--- src/rtl/koa_seq_pkg.sv ---
// koa_seq_pkg: shared definitions for the sequential Karatsuba multiplier.
//   state_t  - 3-bit FSM state encoding used by koa_seq_ctrl
//   LATENCY  - rising edges from start acceptance to the ready_o cycle,
//              counting the accepting edge as the first
package koa_seq_pkg;

  typedef enum logic [2:0] {
    IDLE    = 3'd0,
    MUL_L   = 3'd1,
    MUL_R   = 3'd2,
    MUL_M   = 3'd3,
    COMBINE = 3'd4,
    DONE    = 3'd5
  } state_t;

  localparam int LATENCY = 5;

endpackage

--- src/rtl/koa_seq_ctrl_mult.sv ---
// csubRecursiveKOA: combinational unsigned SW x SW multiplier. This is the
// only multiplier in the datapath; koa_seq_ctrl time-shares it over the
// three Karatsuba partial products.
//   Data_A_i, Data_B_i : SW-bit unsigned operands
//   Data_S_o           : 2*SW-bit product
module csubRecursiveKOA #(
  parameter int SW = 13
) (
  input  logic [SW-1:0]   Data_A_i,
  input  logic [SW-1:0]   Data_B_i,
  output logic [2*SW-1:0] Data_S_o
);

  assign Data_S_o = {{SW{1'b0}}, Data_A_i} * {{SW{1'b0}}, Data_B_i};

endmodule

--- src/rtl/koa_seq_ctrl.sv ---
// koa_seq_ctrl: one-level Karatsuba multiplier, sequenced over a single
// shared (H+1)x(H+1) multiplier. One result every 5 cycles when start_i
// is held high.
//   clk, rst_n : clock, synchronous active-low reset
//   start_i    : request; accepted only in IDLE or DONE
//   Data_A_i   : operand A, captured on acceptance
//   Data_B_i   : operand B, captured on acceptance
//   busy_o     : high in MUL_L, MUL_R, MUL_M, COMBINE
//   ready_o    : high for the single DONE cycle
//   Data_S_o   : registered product, held until the next COMBINE
module koa_seq_ctrl
  import koa_seq_pkg::*;
#(
  parameter int SW = 24
) (
  input  logic            clk,
  input  logic            rst_n,
  input  logic            start_i,
  input  logic [SW-1:0]   Data_A_i,
  input  logic [SW-1:0]   Data_B_i,
  output logic            busy_o,
  output logic            ready_o,
  output logic [2*SW-1:0] Data_S_o
);

  localparam int H = SW / 2;

  state_t state, state_nx;
  logic   accept;

  logic [SW-1:0]   a_q, b_q;
  logic [2*H-1:0]  q_l, q_r;
  logic [2*H+1:0]  q_m, s_b, prod;
  logic [H:0]      op_a, op_b;
  logic [2*SW-1:0] data_s, combine_sum;

  // ---------------- FSM ----------------
  always_ff @(posedge clk) begin
    if (!rst_n) state <= IDLE;
    else        state <= state_nx;
  end

  always_comb begin
    state_nx = state;
    accept   = 1'b0;
    case (state)
      IDLE: begin
        if (start_i) begin
          accept   = 1'b1;
          state_nx = MUL_L;
        end
      end
      MUL_L:   state_nx = MUL_R;
      MUL_R:   state_nx = MUL_M;
      MUL_M:   state_nx = COMBINE;
      COMBINE: state_nx = DONE;
      DONE: begin
        // chaining straight from DONE gives the 5-cycle throughput
        if (start_i) begin
          accept   = 1'b1;
          state_nx = MUL_L;
        end else begin
          state_nx = IDLE;
        end
      end
      default: state_nx = IDLE;
    endcase
  end

  // ---------------- shared multiplier operand mux ----------------
  always_comb begin
    op_a = '0;
    op_b = '0;
    case (state)
      MUL_L: begin
        op_a = {1'b0, a_q[SW-1:H]};
        op_b = {1'b0, b_q[SW-1:H]};
      end
      MUL_R: begin
        op_a = {1'b0, a_q[H-1:0]};
        op_b = {1'b0, b_q[H-1:0]};
      end
      MUL_M: begin
        // half sums need the extra bit; this is why the multiplier is H+1 wide
        op_a = {1'b0, a_q[SW-1:H]} + {1'b0, a_q[H-1:0]};
        op_b = {1'b0, b_q[SW-1:H]} + {1'b0, b_q[H-1:0]};
      end
      default: ;
    endcase
  end

  csubRecursiveKOA #(.SW(H + 1)) u_mult (
    .Data_A_i (op_a),
    .Data_B_i (op_b),
    .Data_S_o (prod)
  );

  // middle term Ah*Bl + Al*Bh; Q_m >= Q_l + Q_r so this never underflows
  assign s_b = q_m - {2'b00, q_l} - {2'b00, q_r};
  assign combine_sum = {q_l, q_r} + ({{(SW-2){1'b0}}, s_b} << H);

  // ---------------- datapath registers ----------------
  always_ff @(posedge clk) begin
    if (!rst_n) begin
      a_q    <= '0;
      b_q    <= '0;
      q_l    <= '0;
      q_r    <= '0;
      q_m    <= '0;
      data_s <= '0;
    end else begin
      if (accept) begin
        a_q <= Data_A_i;
        b_q <= Data_B_i;
      end
      case (state)
        MUL_L:   q_l    <= prod[2*H-1:0];
        MUL_R:   q_r    <= prod[2*H-1:0];
        MUL_M:   q_m    <= prod;
        COMBINE: data_s <= combine_sum;
        default: ;
      endcase
    end
  end

  assign busy_o   = (state == MUL_L) || (state == MUL_R) ||
                    (state == MUL_M) || (state == COMBINE);
  assign ready_o  = (state == DONE);
  assign Data_S_o = data_s;

endmodule

--- config.mk ---
export PLATFORM = sky130hd
export DESIGN_NAME = koa_seq_ctrl
export DESIGN_NICKNAME = d
export VERILOG_FILES = /design/src/rtl/koa_seq_pkg.sv /design/src/rtl/koa_seq_ctrl_mult.sv /design/src/rtl/koa_seq_ctrl.sv
export SDC_FILE = /design/constraint.sdc
export NUM_CORES = 1
export LEC_CHECK = 0
export CAP_MARGIN = 25
export CORE_UTILIZATION = 47
export DETAILED_ROUTE_END_ITERATION = 8
export PLACE_DENSITY = 0.63
export SYNTH_ARGS = -nofsm -noshare
export SYNTH_HDL_FRONTEND = slang
export SYNTH_SLANG_ARGS = --single-unit
--- constraint.sdc ---
create_clock -name clk -period 10.7 [get_ports clk]
set_clock_uncertainty 0.2 [all_clocks]
set_input_delay 1.07 -clock clk [delete_from_list [all_inputs] [get_ports clk]]
set_output_delay 1.07 -clock clk [all_outputs]
set_load 0.1 [all_outputs]
==> flow_summary.ini, run 1 <==
[status]
status = finished clean

[finish]
syn2layout_area_growth_pct = 12.3
finalNetCount = 2465
layoutNonFillerInstCount = 2586
final_util = 0.539
antenna_cells = 0
drive_above_1_share = 0.0375

[detailed_routing]
drtPass1Iterations = 5
drc = 0
viasPerCell = 5.39
routedWlPerCell_um = 16.7
ant_nets = 0
drt_iter0_markers = 866
vias = 13929
routed_wl_mm = 43.2

[timing]
fin_crit_sh = 0.789
tightestPinTransition_ns = 1.05
hold_viol = 0
fin_crit_ns = 8.45
slew_headroom = 0.281
slew_viol_final = 0
setup_viol = 0
rsz0062_at_grt = no
fmax_mhz = 118
fin_setup_tns_ns = 0

[synthesis]
yosys_warnings = 0
yosys.area_share.xor_xnor = 0.0427
synth_mux_area_frac = 0.00859
yosys.area_share.simple = 0.184
post_synth.cell_area_avg_um2 = 8.04
synth_cell_type_count = 67
syn_area_um2 = 16600
synth_compound_area_frac = 0.191
async_flop_share = 0
synthFlopType = dfxtp_1
syn_nets = 2412
syn_inst = 2065
ys_seq_elements = 173
synth-edff-count = 0
synth_top_family_by_area = adder cells
ys_seq_area_frac = 0.208
synthAdderAreaFrac = 0.290

[clock_network]
cts_tree = done
postCtsSetupBuffers = 0
insertion_delay_ns = 0.45
path_clk_slew_ns = 0.08
clock_sinks = 173
clk_path_buf_depth = 2
cts_max_level = 4
cts_hold_buffers = 0
cts_buffers = 17
cts_resized = 0
cts.root.buffer_cell = clkbuf_16

[die]
dieArea_um2 = 36100
io_pins = 101
core_region_area_um2 = 34600
chipHeight_um = 190
rows = 68
initial_core_util = 0.480
die_x_um = 190

[place]
gp_congestion = 0.925
placed_cells = 2553
dpl.hpwl_mm = 34.4
port_buffers = 100

[pwr]
finalPower_mw = 2.05
powerDensity_nw_per_um2 = 110
ir_drop_v = 0.000111
leakagePower_nw = 8.32

[critical_path]
worstPathRequired_ns = 10.85
arrival_ns = 8.60
worstPathMaxFanout = 10
critPathKind = flip-flop to flip-flop
cp-start-kind = flip-flop
cp-end-kind = flip-flop

[global_route]
grt_overflow = 0
gr-usage-all-layers = 0.254
grt_pass1_vias = 14109
antenna_found_initial = 0
grt_pass1_wl_mm = 72.4
grt_max_degree = 103

[worst_hold_path]
hold_path.class = flip-flop to flip-flop

[job]
cap_viol_max_count = 0
[per-layer routing]
layer  global-route usage  up-vias  share of wire
li1                     -     6935              -
met1                0.313     6650           0.44
met2                0.453      277           0.50
met3               0.0314       67          0.032
met4               0.0865        0          0.028
met5                    0        -              0
[Yosys cell counts, types with 6 or more instances]
library cell / count / area share
a21o_1: 43 / 0.019
nand2b_1: 17 / 0.0064
clkbuf_1: 83 / 0.019
nand3b_1: 6 / 0.0027
a21boi_0: 90 / 0.041
o211a_1: 16 / 0.0096
a22oi_1: 10 / 0.0045
nand4_1: 11 / 0.0041
o31ai_1: 11 / 0.0050
o211ai_1: 9 / 0.0041
nand2_1: 439 / 0.099
and3_1: 7 / 0.0026
o21ai_1: 22 / 0.0066
o311ai_1: 7 / 0.0037
fa_1: 148 / 0.18
nor2b_1: 13 / 0.0049
nor2_1: 91 / 0.021
mux2_2: 10 / 0.0068
ha_1: 148 / 0.11
xor2_1: 25 / 0.013
nand3_1: 32 / 0.0096
a21boi_1: 25 / 0.011
xnor2_1: 56 / 0.030
o21ai_0: 55 / 0.017
a31oi_1: 13 / 0.0049
dfxtp_1: 173 / 0.21
o21a_1: 12 / 0.0054
nor3_1: 17 / 0.0051
a211oi_1: 11 / 0.0050
and2_1: 50 / 0.019
a21oi_1: 92 / 0.028
o21bai_1: 10 / 0.0045
inv_1: 241 / 0.054
[worst paths after layout]
path                                            from                    to  slack (ns)  depth (start not counted)
worst max-delay path             a_q[0]$_SDFFE_PN0P_  q_l[22]$_SDFFE_PN0P_        2.25                         25
worst min-delay path            q_l[23]$_SDFFE_PN0P_  q_l[23]$_SDFFE_PN0P_        0.26                          2
worst max register to register   a_q[0]$_SDFFE_PN0P_  q_l[22]$_SDFFE_PN0P_        2.25                         25
worst min register to register  q_l[23]$_SDFFE_PN0P_  q_l[23]$_SDFFE_PN0P_        0.26                          2
[critical path: stages (launching register included)]
cell and delay [ns]:
dfxtp_1 0.33, ha_1 0.23, fa_1 0.40, a21o_1 0.17, a21oi_1 0.21, o21bai_1 0.11, a2111oi_0 0.62, o31ai_1 0.21
xor2_1 0.16, a21oi_1 0.16, nor2_1 0.61, nand2_1 0.18, fa_1 0.53, fa_1 0.49, inv_1 0.05, fa_1 0.50
inv_1 0.05, fa_1 0.49, fa_1 0.49, inv_1 0.04, ha_1 0.20, o41ai_1 0.66, o22ai_1 0.30, a311o_1 0.37
a31o_1 0.30, o311ai_1 0.30
[layout by cell type (no fill, tap or decap), drive strengths merged, types with 77 or more instances in the layout]
master / instances
o21ai: 77
dfxtp: 173
clkdlybuf4s50: 99
inv: 251
nand2: 439
nor2: 92
a21oi: 92
a21boi: 115
ha: 148
fa: 148
[sequential cells by signal, summed over array words and instances, names as in the netlist]
name,cells
Data_S_o,48
state,3
q_l,24
b_q,24
a_q,24
q_r,24
q_m,26
[cells by family (layout without fill, tap and decap cells)]
group | Yosys count | in the layout
XOR/XNOR | 81 | 81
adder cells (fa/ha/maj) | 296 | 296
buffers and inverters | 331 | 397
multiplexers | 13 | 13
flip-flops | 173 | 173
AO/OA/AOI/OAI | 465 | 465
AND/OR/NAND/NOR | 706 | 706
[through the flow]
step	hold WS, ns	cell area (um^2)	setup slack, ns
after floorplan	0.235	16600	3.16
after global placement	0.251	18000	2.42
after detailed placement	0.254	18000	2.27
after CTS	0.265	18600	2.27
after global routing	0.292	18700	1.75
final	0.260	18700	2.25
[power by group]
part           switching [mW]  internal (mW)  leakage [nW]
Sequential             0.0266          0.667          1.40
Clock                   0.300          0.364         0.309
Combinational           0.427          0.267          6.61
[final cells by class]
type / instances / area, um^2
fillers: 3294 / 16000
multi-input cells: 1561 / 11900
flip-flops and latches: 173 / 3460
repair buffers: 122 / 1160
inverters: 243 / 912
well taps: 455 / 569
clock buffers: 18 / 439
clock inverters: 14 / 190
No activity file was read; power rests on OpenSTA's default activity.
==> run 2, diff against run 1 <==
==> constraint.sdc (replaced) <==
create_clock -name clk -period 8.1 [get_ports clk]
set_clock_uncertainty 0.2 [all_clocks]
set_input_delay 0.81 -clock clk [delete_from_list [all_inputs] [get_ports clk]]
set_output_delay 0.81 -clock clk [all_outputs]
set_load 0.1 [all_outputs]
==> run 2 against run 1 <==
Largest cell class unchanged. Global-route usage shrank 0.085 points. Non-clock buffer count grew 26. Clock-buffer cell count shrank 1.
==> flow_summary.ini, run 2 (synthesis gave the netlist of run 1 again) <==
[status]
status = finished clean

[global_route]
gr-usage-all-layers = 0.253
grt_overflow = 0
antenna_found_initial = 0
grt_max_degree = 115
grt_pass1_vias = 14199
grt_pass1_wl_mm = 72.3

[critical_path]
crit_family = adder cells
worstPathRequired_ns = 8.30
arrival_ns = 7.90
rrSetupSlack_ns = 0.40
path_depth = 31
critPathMaxStageDelay_ns = 0.55
worstPathMaxFanout = 5
cp-start-kind = flip-flop
cp_num_buf_inv = 6
worst_r2r_path_depth = 31
critPathKind = flip-flop to flip-flop
r2r_end = q_l[23]$_SDFFE_PN0P_
cp_common_cell = fa_1
critPathSlowestCell = fa_1
regToRegStartpoint = a_q[0]$_SDFFE_PN0P_
cp-end-kind = flip-flop

[timing]
fmax_mhz = 130
setup_viol = 0
fin_crit_sh = 0.951
slew_viol_final = 0
worst_slack_ns = 0.397
hold_viol = 0
fin_crit_ns = 7.70
slew_headroom = 0.328
tightestPinTransition_ns = 1.01

[detailed_routing]
viasPerCell = 5.41
drt_iter0_markers = 862
ant_nets = 0
vias = 14119
drtPass1Iterations = 6
routedWlPerCell_um = 16.8
drc = 0
routed_wl_mm = 43.9

[die]
chipHeight_um = 190
rows = 68
io_pins = 101
dieArea_um2 = 36100
core_region_area_um2 = 34600
die_x_um = 190
initial_core_util = 0.480

[finish]
largest_register_ffs = 48
final_cell_mix = nand2_1, inv_1, dfxtp_1
n_fill_cell = 3328
antenna_cells = 0
finalNetCount = 2491
seqCellArea_um2 = 3460
syn2layout_area_growth_pct = 13.8
final_common_cell = nand2_1
drive_above_1_share = 0.0547
multiInputGateArea_um2 = 12000
layoutNonFillerInstCount = 2612

[pwr]
finalPower_mw = 2.71
ir_drop_v = 0.000152
powerDensity_nw_per_um2 = 143
leakagePower_nw = 8.46

[place]
placed_cells = 2579
gp_congestion = 0.939
port_buffers = 100
dpl.hpwl_mm = 34.9
place_ws_ns = 0.141

[clock_network]
clk_path_buf_depth = 2
cts_hold_buffers = 0
clock_sinks = 173
cts_buffers = 17
cts.root.buffer_cell = clkbuf_16
cts_max_level = 4
cts_tree = done
path_clk_slew_ns = 0.08
insertion_delay_ns = 0.46

[job]
cap_viol_max_count = 0

[worst_hold_path]
hold_path.class = flip-flop to flip-flop
min_from = q_l[23]$_SDFFE_PN0P_
hold_end = q_l[23]$_SDFFE_PN0P_
hold_depth = 2
## run 2: cell count changes in the layout (fill, tap and decap cells not counted), sizes merged
cell      delta
bufinv       -2
buf         +26
clkbuf       -1
inv          +2
clkinvlp     +1
## run 2: through the flow
| step | hold WS [ns] | cell area [um^2] | utilization | TNS, ns |
|---|---|---|---|---|
| 2_1_floorplan | 0.235 | 16600 | - | 0 |
| 3_5_place_dp | 0.258 | 18200 | 0.526 | 0 |
| 3_3_place_gp | 0.250 | 18200 | 0.526 | 0 |
| 4_1_cts | 0.269 | 18800 | 0.544 | 0 |
| 5_1_grt | 0.293 | 18900 | 0.546 | -0.000476 |
| 6_report | 0.265 | 18900 | 0.546 | 0 |
## run 2: area by class of cell
type	instances	share of cell area
clock inverter	15	0.00967
timing repair buffer	148	0.0719
tap	455	0.0301
inverter	243	0.0483
sequential	173	0.183
multi-input combinational	1561	0.634
clock buffer	17	0.0225
## run 2: how the worst max path moves through the flow
stage                             start              endpoint  slack (ns)
finish              a_q[0]$_SDFFE_PN0P_  q_l[23]$_SDFFE_PN0P_        0.40
global route        a_q[0]$_SDFFE_PN0P_  q_m[20]$_SDFFE_PN0N_     -0.0005
CTS                 a_q[0]$_SDFFE_PN0P_  q_m[19]$_SDFFE_PN0N_        0.10
detailed placement  a_q[0]$_SDFFE_PN0P_  q_m[19]$_SDFFE_PN0N_        0.14
global placement    a_q[0]$_SDFFE_PN0P_  q_r[19]$_SDFFE_PN0N_        0.39
floorplan           a_q[0]$_SDFFE_PN0P_  q_m[22]$_SDFFE_PN0N_        0.56
## run 2: per-layer routing
| metal | share of wire | routed length [um] | global-route usage | up-vias |
|---|---|---|---|---|
| li1 | - | - | - | 6975 |
| met1 | 0.44 | 19200 | 0.307 | 6734 |
| met2 | 0.49 | 21500 | 0.447 | 324 |
| met3 | 0.041 | 1780 | 0.0410 | 86 |
| met4 | 0.033 | 1460 | 0.0952 | 0 |
| met5 | 0 | 0 | 0 | - |
## run 2: what timing repair did
item                                    CTS  global route
resized for setup                         0            17
buffers inserted                          0             1
endpoints found under the setup margin    0            27
## run 2: where the power goes
group / total [mW] / switching (mW) / internal (mW)
registers: 0.916 / 0.0354 / 0.881
clock network: 0.866 / 0.443 / 0.423
logic: 0.925 / 0.565 / 0.360
## run 2: worst min-delay path, stage by stage, from the launching register on
cell and delay, ns:
dfxtp_1 0.31, nand2_1 0.05, a21boi_1 0.05
==> run 3, diff against run 2 <==
--- a/config.mk
+++ b/config.mk
@@ -5,10 +5,10 @@
 export SDC_FILE = /design/constraint.sdc
 export NUM_CORES = 1
 export LEC_CHECK = 0
-export CAP_MARGIN = 25
+export CAP_MARGIN = 5
 export CORE_UTILIZATION = 47
 export DETAILED_ROUTE_END_ITERATION = 8
-export PLACE_DENSITY = 0.63
+export PLACE_DENSITY = 0.71
 export SYNTH_ARGS = -nofsm -noshare
 export SYNTH_HDL_FRONTEND = slang
 export SYNTH_SLANG_ARGS = --single-unit
==> run 3 against run 2 <==
Critical path depth is 1 lower. Flip-flop and latch count stayed put. Sequential power hardly changed. Final area is 0.15% lower. Clock-buffer cell count is 1 higher. Setup slack better by 0.033 ns. Global-route usage is 0.42 points lower. Register-to-register slack better by 0.03 ns. Critical path type unchanged. Critical endpoint is now q_m[23]$_SDFFE_PN0N_. Largest cell class unchanged.
==> flow_summary.ini, run 3 (synthesis gave the netlist of run 1 again) <==
[status]
status = finished clean

[finish]
largest_register_ffs = 48
final_cell_mix = nand2_1, inv_1, dfxtp_1
antenna_cells = 0
drive_above_1_share = 0.0539
layoutNonFillerInstCount = 2609
n_fill_cell = 3225
syn2layout_area_growth_pct = 13.6
final_common_cell = nand2_1
finalNetCount = 2488

[die]
die_x_um = 190
io_pins = 101
core_region_area_um2 = 34600
chipHeight_um = 190
dieArea_um2 = 36100
rows = 68
initial_core_util = 0.480

[detailed_routing]
routed_wl_mm = 43.3
routedWlPerCell_um = 16.6
ant_nets = 0
drtPass1Iterations = 5
drc = 0
vias = 14239
drt_iter0_markers = 896
viasPerCell = 5.46

[timing]
fmax_mhz = 130
rsz0062_at_grt = no
tightestPinTransition_ns = 1.03
fin_setup_tns_ns = 0
slew_viol_final = 0
fin_crit_sh = 0.947
fin_crit_ns = 7.67
worst_slack_ns = 0.430
timing.hold.ws_ns = 0.262
slew_headroom = 0.315
hold_viol = 0
setup_viol = 0

[critical_path]
cp-start-kind = flip-flop
startpoint = a_q[13]$_SDFFE_PN0P_
rrSetupSlack_ns = 0.43
critPathKind = flip-flop to flip-flop
regToRegStartpoint = a_q[13]$_SDFFE_PN0P_
cp_common_cell = fa_1
critPathMaxStageDelay_ns = 0.55
arrival_ns = 7.86
cp-end-kind = flip-flop
worstPathRequired_ns = 8.29
worstPathMaxFanout = 6
critPathSlowestCell = fa_1

[global_route]
grtUsageMet3 = 0.0328
use_met1 = 0.299
grt_overflow = 0
grt_pass1_wl_mm = 71.4
grt_max_degree = 112
grt_most_used_layer = met2
antenna_found_initial = 0
grt_pass1_vias = 14252
grtUsageMet2 = 0.450
gr-usage-all-layers = 0.249

[clock_network]
cts_buffers = 17
cts_max_level = 4
cts.root.buffer_cell = clkbuf_16
cts_hold_buffers = 0
cts_tree = done
clock_sinks = 173
clk_path_buf_depth = 2
insertion_delay_ns = 0.46
path_clk_slew_ns = 0.08

[pwr]
powerDensity_nw_per_um2 = 142
ir_drop_v = 0.000155
leakagePower_nw = 8.43

[place]
place_ws_ns = -0.0511
port_buffers = 100
placed_cells = 2575
dpl.hpwl_mm = 34.1
gp_congestion = 0.943

[job]
cap_viol_max_count = 0

[worst_hold_path]
hold_path.class = flip-flop to flip-flop
min_from = q_l[23]$_SDFFE_PN0P_
## run 3: cell count changes in the layout (fill, tap and decap cells not counted), moves of 2 or more
cell      change
a21oi_1       -2
a21oi_2       +2
buf_4         -4
clkinv_8      -2
inv_12        -2
nand2_2       +2
nor2_2        -2
## run 3: critical path, delay by kind of cell (launching register included)
| family | cells | cell delay, ns |
|---|---|---|
| flip-flops | 1 | 0.43 |
| AO/OA/AOI/OAI | 13 | 2.73 |
| adder cells (fa/ha/maj) | 7 | 3.14 |
| XOR/XNOR | 2 | 0.38 |
| buffers and inverters | 6 | 0.56 |
| AND/OR/NAND/NOR | 2 | 0.15 |
## run 3: worst paths after layout
check	end	cells past startpoint
setup / recovery	q_m[23]$_SDFFE_PN0N_	30
hold / removal	q_l[23]$_SDFFE_PN0P_	2
setup reg to reg	q_m[23]$_SDFFE_PN0N_	30
hold reg to reg	q_l[23]$_SDFFE_PN0P_	2
## run 3: cell type report
class,count,area (um^2),share of cell area
multi-input cells,1561,12000,0.635
flip-flops and latches,173,3460,0.184
repair buffers,145,1340,0.0710
inverters,243,912,0.0483
well taps,455,569,0.0302
clock buffers,18,429,0.0227
clock inverters,14,165,0.00875
## run 3: power breakdown
group          internal (mW)  switching, mW  total [mW]
Sequential             0.881         0.0341       0.915
Combinational          0.360          0.560       0.920
Clock                  0.442          0.410       0.852
## run 3: what timing repair did
| item | 4_1_cts | 5_1_grt |
|---|---|---|
| pin swaps | 0 | 5 |
| resized for setup | 1 | 19 |
| buffers inserted | 0 | 2 |
| endpoints found under the hold margin | 0 | 0 |
| setup endpoints to repair | 7 | 32 |
## run 3: per-stage QoR
| step | total power [mW] | util | area, um^2 |
|---|---|---|---|
| after floorplan | 1.62 | - | 16600 |
| after global placement | 1.83 | 0.525 | 18200 |
| after detailed placement | 1.84 | 0.525 | 18200 |
| after CTS | 2.69 | 0.542 | 18800 |
| after global routing | 2.84 | 0.545 | 18900 |
| final | 2.69 | 0.545 | 18900 |
## run 3: layer usage
layer | share of wire | wire [um] | vias up
met4 | 0.033 | 1420 | 0
met3 | 0.042 | 1820 | 94
met5 | 0 | 0 | -
met2 | 0.50 | 21500 | 356
li1 | - | - | 6973
met1 | 0.43 | 18600 | 6816
